`config.mk`:
```
export PLATFORM = sky130hd
export DESIGN_NAME = sync_fifo_ctrl
export DESIGN_NICKNAME = d
export VERILOG_FILES = /design/src/rtl/sync_fifo_ctrl.sv
export SDC_FILE = /design/constraint.sdc
export NUM_CORES = 2
export LEC_CHECK = 0
export BUFFER_PORTS_ARGS = -buffer_cell sky130_fd_sc_hd__buf_2
export CAP_MARGIN = 20
export CORE_MARGIN = 1.5
export CORE_UTILIZATION = 44
export DETAILED_ROUTE_END_ITERATION = 16
export PLACE_DENSITY = 0.62
export SETUP_SLACK_MARGIN = 0.02
export SLEW_MARGIN = 20
export SYNTH_ARGS = -nofsm -noshare
export SYNTH_HDL_FRONTEND = slang
export SYNTH_SLANG_ARGS = --single-unit
```
`constraint.sdc`:
```
create_clock -name clk -period 5.6 [get_ports clk]
set_clock_uncertainty 0.1 [all_clocks]
set_input_delay 0.28 -clock clk [delete_from_list [all_inputs] [get_ports clk]]
set_output_delay 0.28 -clock clk [all_outputs]
set_load 0.01 [all_outputs]
```
`src/rtl/sync_fifo_ctrl.sv`:
```
`default_nettype none
// ============================================================================
// Module      : sync_fifo_ctrl
// Description : Single-clock FIFO controller with internal register storage,
//               occupancy count, programmable almost-full/almost-empty
//               thresholds, sticky overflow/underflow flags, synchronous
//               flush and a selectable standard / first-word-fall-through
//               read port.
// Revision    : 1.0 - initial release
// ============================================================================
module sync_fifo_ctrl #(
    parameter  int DEPTH      = 512,  // power of two, >= 4
    parameter  int DATA_WIDTH = 8,
    parameter  int FWFT       = 0,    // 0: registered read, 1: fall-through
    localparam int ADDR_WIDTH = $clog2(DEPTH)
) (
    input  logic                  clk,
    input  logic                  rst,            // async, active-low
    input  logic                  w_en,
    input  logic [DATA_WIDTH-1:0] data_in,
    input  logic                  r_en,
    input  logic                  flush,
    input  logic [ADDR_WIDTH:0]   af_thresh,
    input  logic [ADDR_WIDTH:0]   ae_thresh,
    output logic [DATA_WIDTH-1:0] data_out,
    output logic                  rd_valid,
    output logic                  full,
    output logic                  empty,
    output logic                  almost_full,
    output logic                  almost_empty,
    output logic [ADDR_WIDTH:0]   count,
    output logic                  overflow,
    output logic                  underflow
);

    // Pointers carry one extra wrap bit so that full and empty are
    // distinguishable when the address bits coincide.
    localparam int PTR_WIDTH = ADDR_WIDTH + 1;

    // ------------------------------------------------------------------------
    // Storage and state
    // ------------------------------------------------------------------------
    logic [DATA_WIDTH-1:0] mem_q [DEPTH];

    logic [PTR_WIDTH-1:0]  wptr_q,  wptr_d;
    logic [PTR_WIDTH-1:0]  rptr_q,  rptr_d;
    logic [PTR_WIDTH-1:0]  count_q, count_d;
    logic                  full_q,   full_d;
    logic                  empty_q,  empty_d;
    logic                  afull_q,  afull_d;
    logic                  aempty_q, aempty_d;
    logic                  ovf_q,    ovf_d;
    logic                  udf_q,    udf_d;

    logic                  w_wr_accept;
    logic                  w_rd_accept;
    logic [ADDR_WIDTH-1:0] w_waddr;
    logic [ADDR_WIDTH-1:0] w_raddr;
    logic [DATA_WIDTH-1:0] w_rdata;

    // ------------------------------------------------------------------------
    // Accept decisions use the registered flags of the current cycle; flush
    // overrides both requests.
    // ------------------------------------------------------------------------
    always_comb begin
        w_wr_accept = w_en && !full_q  && !flush;
        w_rd_accept = r_en && !empty_q && !flush;
    end

    assign w_waddr = wptr_q[ADDR_WIDTH-1:0];
    assign w_raddr = rptr_q[ADDR_WIDTH-1:0];
    assign w_rdata = mem_q[w_raddr];

    // Next-state pointers, occupancy and flags, all derived from the
    // next-state pointers so the registered flags stay mutually consistent.
    always_comb begin
        wptr_d = wptr_q;
        rptr_d = rptr_q;
        if (flush) begin
            wptr_d = '0;
            rptr_d = '0;
        end else begin
            if (w_wr_accept) begin
                wptr_d = wptr_q + PTR_WIDTH'(1);
            end
            if (w_rd_accept) begin
                rptr_d = rptr_q + PTR_WIDTH'(1);
            end
        end

        // Modular subtraction gives the occupancy across any number of wraps.
        count_d  = wptr_d - rptr_d;
        empty_d  = (wptr_d == rptr_d);
        full_d   = (wptr_d[ADDR_WIDTH-1:0] == rptr_d[ADDR_WIDTH-1:0]) &&
                   (wptr_d[ADDR_WIDTH]     != rptr_d[ADDR_WIDTH]);
        // Thresholds are sampled here, so a change shows up one cycle later.
        afull_d  = (count_d >= af_thresh);
        aempty_d = (count_d <= ae_thresh);

        // Error flags are sticky until flush; flush wins over a new error.
        if (flush) begin
            ovf_d = 1'b0;
            udf_d = 1'b0;
        end else begin
            ovf_d = ovf_q || (w_en && full_q);
            udf_d = udf_q || (r_en && empty_q);
        end
    end

    // Control state register with asynchronous active-low reset.
    always_ff @(posedge clk or negedge rst) begin
        if (!rst) begin
            wptr_q   <= '0;
            rptr_q   <= '0;
            count_q  <= '0;
            full_q   <= 1'b0;
            empty_q  <= 1'b1;
            afull_q  <= 1'b0;
            aempty_q <= 1'b1;
            ovf_q    <= 1'b0;
            udf_q    <= 1'b0;
        end else begin
            wptr_q   <= wptr_d;
            rptr_q   <= rptr_d;
            count_q  <= count_d;
            full_q   <= full_d;
            empty_q  <= empty_d;
            afull_q  <= afull_d;
            aempty_q <= aempty_d;
            ovf_q    <= ovf_d;
            udf_q    <= udf_d;
        end
    end

    // Storage write; contents are not reset since the pointers alone define
    // which entries are live.
    always_ff @(posedge clk) begin
        if (w_wr_accept) begin
            mem_q[w_waddr] <= data_in;
        end
    end

    // ------------------------------------------------------------------------
    // Read port
    // ------------------------------------------------------------------------
    generate
        if (FWFT != 0) begin : g_fwft
            // Head word is presented combinationally; zero while empty keeps
            // stale storage contents off the bus.
            assign data_out = empty_q ? '0 : w_rdata;
            assign rd_valid = !empty_q;
        end else begin : g_std
            logic [DATA_WIDTH-1:0] data_out_q;
            logic                  rd_valid_q;

            // Registered read: the popped word lands one cycle after r_en,
            // with rd_valid pulsing for that cycle only.
            always_ff @(posedge clk or negedge rst) begin
                if (!rst) begin
                    data_out_q <= '0;
                    rd_valid_q <= 1'b0;
                end else if (flush) begin
                    data_out_q <= '0;
                    rd_valid_q <= 1'b0;
                end else begin
                    rd_valid_q <= w_rd_accept;
                    if (w_rd_accept) begin
                        data_out_q <= w_rdata;
                    end
                end
            end

            assign data_out = data_out_q;
            assign rd_valid = rd_valid_q;
        end
    endgenerate

    // ------------------------------------------------------------------------
    // Status outputs
    // ------------------------------------------------------------------------
    assign full         = full_q;
    assign empty        = empty_q;
    assign almost_full  = afull_q;
    assign almost_empty = aempty_q;
    assign count        = count_q;
    assign overflow     = ovf_q;
    assign underflow    = udf_q;

endmodule
`default_nettype wire

```
# == Word level (Yosys, flattened, before mapping) ==
# Memory sizes are Yosys's and may differ from the RTL's.
# Index checks and enable logic that the tools add are counted.
# totals
ff_bits,45
ram_bits,4096
input_bits,33
elab_cells,44
memories,1
# mem_list
memory,words,word_bits,rd,rd_clocked_by_memory_dff,wr,line,source
mem_q,512,8,1,0,1,43,logic [DATA_WIDTH-1:0] mem_q [DEPTH];
# classes
addsub,3
magnitude_cmp,2
eq_ne,3
mux,11
n_reduce_logical,13
# op_table
operator,n
2-to-1 mux 10 bit,4
adder 10 x 1 -> 10 bit (second input constant),2
2-to-1 mux 8 bit,2
== test 10 bit,1
>= comparator 10 bit,1
<= comparator 10 bit,1
subtractor 10 bit,1
== test 9 bit,1
logical AND 1 bit,7
2-to-1 mux 1 bit,5
logical NOT 1 bit,3
logical OR 1 bit,2
nonzero test 2 bit,1
!= test 1 bit,1

# == Logic depth before layout (Yosys ltp) ==
# depth
ltp_word,7
depth_mapped,23
depth_no_buf,18

# == Worst setup path before layout ==
# No wires, ideal clock.
# synth_path
path_type,register to register
start,register rptr_q[1]
end,"register aempty_q, in the netlist almost_empty"
setup_time_ps,60
arrival_time_ps,4158
slack_ps,1282
stages_incl_launch_ff,23
n_path_buf,6
cell_sequence,dfrtp_1 > clkbuf_2 > buf_4 > buf_4 > clkbuf_1 > buf_2 > clkbuf_1 > mux2i_1 > or2_2 > ha_1 > nor2b_1 > o21ai_0 > a21boi_0 > o21a_1 > nor2_1 > o21a_1 > o21ai_0 > xnor2_1 > ha_1 > nand3_1 > nor3_1 > a21oi_1 > nand2_1
# synth_between
elab_chain_cells,5
# synth_rtl
element,line,source
"start, declared",46,"logic [PTR_WIDTH-1:0] rptr_q, rptr_d;"
"start signal, assigned",124,rptr_q <= rptr_d;
adder 10 x 1 -> 10 bit,87,rptr_d = rptr_q + PTR_WIDTH'(1);
2-to-1 mux 10 bit *,86,if (w_rd_accept) begin
2-to-1 mux 10 bit *,79,if (flush) begin
subtractor 10 bit *,92,count_d = wptr_d - rptr_d;
via count_d[9],47,"logic [PTR_WIDTH-1:0] count_q, count_d;"
<= comparator 10 bit *,98,aempty_d = (count_d <= ae_thresh);
via aempty_d,51,"logic aempty_q, aempty_d;"
"end signal, assigned",129,aempty_q <= aempty_d;
"end, declared",51,
# The timed path passes the listed nets; every way through them passes the cells marked *.
# A chain may end at the register's enable or synchronous reset.

# == Final worst setup path ==
# layout_path
start,register rptr_q[2]
end,"register aempty_q, in the netlist almost_empty"
# Same word-level chain as after synthesis.

==> impl_metrics.csv <==
group,metric,value,unit
run_status,status,"finished, final reports clean",
grt,grt_max_degree,209,
placed_design,dp_hpwl,248000,um
synth,synth-edff-count,4096,
worst_setup_path,slowest_stage,"dfrtp_4",
synth,seq_area_frac_synth,77.3,%
synth,ys_ff_latch,4141,
synth,synth-xor-area-share,0.136,%
grt,grt_antenna_before_repair,23,
synth,synth_fa_ha_area_share,0.277,%
cells_and_area,syn2layout_area_growth,12.4,%
cells_and_area,nNetsFinal,7708,
floorplanning,fp-row-count,221,
grt,grt_pass1_wl,589000,um
synth,synth_cells,7382,
worst_setup_path,cp-end-kind,"flip-flop",
floorplanning,io_pins,58,
timing,drv_slew,0,
cells_and_area,final_common_cell,"edfxtp_1",
clock_network,clkTransAtPathRegs,60,ps
clock_network,clkLatencyLatePin,970,ps
pwr,leakage,54.2,nW
timing,tightest_slew,1330,ps
route,routed_wl,415000,um
synth,muxShareOfSynthArea,15.7,%
clock_network,clock-root-buffer,"clkbuf_16",
timing,rsz0062_at_grt,"no",
placed_design,gp_congestion,0.870,
floorplanning,initial_core_util,44.3,%
route,drc,0,
flow_run,drv_cap,0,
timing,period_needed,5410,ps
clock_network,cts_buffers,415,
synth,yosys_warnings,0,
cells_and_area,final_cell_mix,"edfxtp_1 (4096), mux4_2 (1036), nor2_1 (558), clkbuf_16 (420), buf_4 (170)",
floorplanning,core_area,363000,sq um
grt,grt_pass1_vias,78500,
placed_design,port_buffers,57,
grt,grt_use_total,22.3,%
synth,ys.flop_type,"edfxtp_1",
clock_network,cts_tree,"built",
floorplanning,fp.dieW,607,um
route,ant_nets,0,
route,vias,77700,
timing,setup_viol,0,
floorplanning,fp.dieH,607,um
worst_setup_path,worst-path-buf-inv,2,
synth,synth.net_count,7450,
worst_setup_path,critPathLaunchType,"flip-flop",
synth,syn_area_per_cell,21.8,sq um
grt,gr-total-overflow,0,
timing,max_clock_freq,0.185,GHz
route,drt_pass1_iterations,6,
worst_setup_path,cp_max_fo,18,
clock_network,cts_max_level,5,
worst_setup_path,crit_arrival,6180,ps
cells_and_area,fillers,28700,
pwr,p_per_area,381,nW/um^2
route,vias_per_cell,6.06,
route,drt-initial-drc-count,9727,
pwr,peakVddDrop,0.294,mV
timing,hold_viol_final,0,
route,drt-wirelength-per-cell,32.4,um
clock_network,clockBufferDepth,4,
timing,fin_ws,192,ps
floorplanning,dieArea,369000,sq um
worst_setup_path,critPathTopFamily,"simple AND/OR/NAND/NOR gates",
synth,synth-simple-area-share,2.54,%
synth,syn-cell-area,161000,sq um
worst_setup_path,cp_data_required_time,6380,ps
worst_setup_path,crit_path_cell_trace,"nand2_2 > nor2_2 > and4_1 > nand2_1 > xor2_1 > or2_2 > ha_1 > nand4_1 > o21ai_0 > nor2_1 > xnor2_1 > ha_1 > a21o_1 > a21oi_1 > nand3b_1 > dlygate4sd3_1 > nand2_1 > dlygate4sd3_1",
worst_hold_path,min_path_type,"in -> reg",
timing,period_share,96.6,%
cells_and_area,drive_gt1_share,24.8,%
placed_design,place_ws,681,ps
synth,synth.distinct_cells,66,
worst_setup_path,path_class,"reg -> reg",
worst_setup_path,critPathMaxStageDelay,680,ps
pwr,power,0.0687,W
synth,synth_compound_area_share,2.38,%
synth,synth_top_family_by_area,"multiplexers",
clock_network,cts_sinks,4141,
timing,hold_slack,342,ps
timing,finalSetupTns,0,ps
timing,slew_headroom,11.2,%
synth,async_flop_share,1.09,%
-- routing by layer --
metal	share of wire (%)	up-vias	GRT usage, %
met5	0.0070	-	0
met4	4.2	4	8.36
met3	7.9	610	3.66
met2	48	3524	35.8
met1	40	42000	31.0
li1	-	31600	-
-- layout make-up --
cell class | instances | area [sq um] | share of cell area [%]
Sequential cell | 4141 | 124000 | 68.8
Antenna cell | 50 | 125 | 0.0693
Inverter | 36 | 135 | 0.0749
Clock buffer | 509 | 10900 | 6.03
Tap cell | 4794 | 6000 | 3.32
Timing Repair Buffer | 298 | 2850 | 1.58
Multi-Input combinational cell | 2748 | 34000 | 18.8
Clock inverter | 247 | 2350 | 1.30
-- final timing paths --
| path | startpoint | end | slack [ps] | cells after the start |
|---|---|---|---|---|
| min reg2reg | rptr_q[9]$_DFF_PN0_ | rptr_q[9]$_DFF_PN0_ | 460 | 2 |
| max reg2reg | rptr_q[2]$_DFF_PN0_ | almost_empty$_DFF_PN1_ | 190 | 18 |
| min | data_in[0] | mem_q[146][0]$_DFFE_PP_ | 340 | 2 |
| max | rptr_q[2]$_DFF_PN0_ | almost_empty$_DFF_PN1_ | 190 | 18 |
| max in group asynchronous | rst | rptr_q[0]$_DFF_PN0_ | 4440 | 4 |
| min in group asynchronous | rst | count[6]$_DFF_PN0_ | 480 | 4 |
-- kinds of logic (layout without fill, tap and decap cells) --
family	Yosys count	after routing
compound gates	536	536
xor+xnor	25	25
fa+ha+maj	35	35
buf+inv	493	1090
flops	4141	4141
mux	1209	1209
other cells	0	50
simple gates	943	943
-- what timing repair did --
item | in CTS | in global routing
hold buffers | 21 | 0
resized for setup | 0 | 2
buffers inserted | 0 | 1
hold endpoints to repair | 763 | 0
endpoints found under the setup margin | 0 | 2
-- per-stage QoR --
step | instances | util, % | instance area, sq um
6_report | 12800 | 49.7 | 180000
5_1_grt | 12800 | 49.7 | 180000
4_1_cts | 12800 | 49.7 | 180000
3_5_place_dp | 12000 | 46.0 | 167000
3_3_place_gp | 12000 | 46.0 | 167000
2_1_floorplan | 7382 | - | 161000
-- synthesized netlist by cell type (52+ instances only) --
cell | number | area [sq um]
a22oi_1 | 137 | 1030
edfxtp_1 | 4096 | 123000
buf_4 | 57 | 428
nand2_1 | 116 | 435
o221ai_1 | 52 | 455
mux2i_1 | 151 | 1510
a21oi_1 | 77 | 385
mux4_2 | 1036 | 23300
buf_2 | 123 | 616
o21ai_0 | 55 | 275
nand3_1 | 83 | 415
clkbuf_1 | 178 | 668
nor2_1 | 566 | 2120
-- state kept, by name (all words and copies together), names as in the netlist --
name	flops
rptr_q	10
rd_valid	1
overflow	1
data_out	8
mem_q	4096
wptr_q	10
empty	1
count	10
almost_empty	1
full	1
almost_full	1
underflow	1
-- worst register-to-register path, stage by stage, from the launching register on --
cell           delay [ps]
dfrtp_4               680
nand2_2               340
nor2_2                260
and4_1                280
nand2_1                80
xor2_1                180
or2_2                 320
ha_1                  360
nand4_1               150
o21ai_0               240
nor2_1                 80
xnor2_1               280
ha_1                  320
a21o_1                190
a21oi_1               220
nand3b_1              110
dlygate4sd3_1         570
nand2_1                50
dlygate4sd3_1         540
-- where the power goes --
| part | switching, W | internal (W) |
|---|---|---|
| Combinational | 0.00380 | 0.00337 |
| Sequential | 0.000124 | 0.0341 |
| Clock | 0.0117 | 0.0156 |
| Total | 0.0156 | 0.0531 |
No activity file was read; power rests on OpenSTA's default activity.
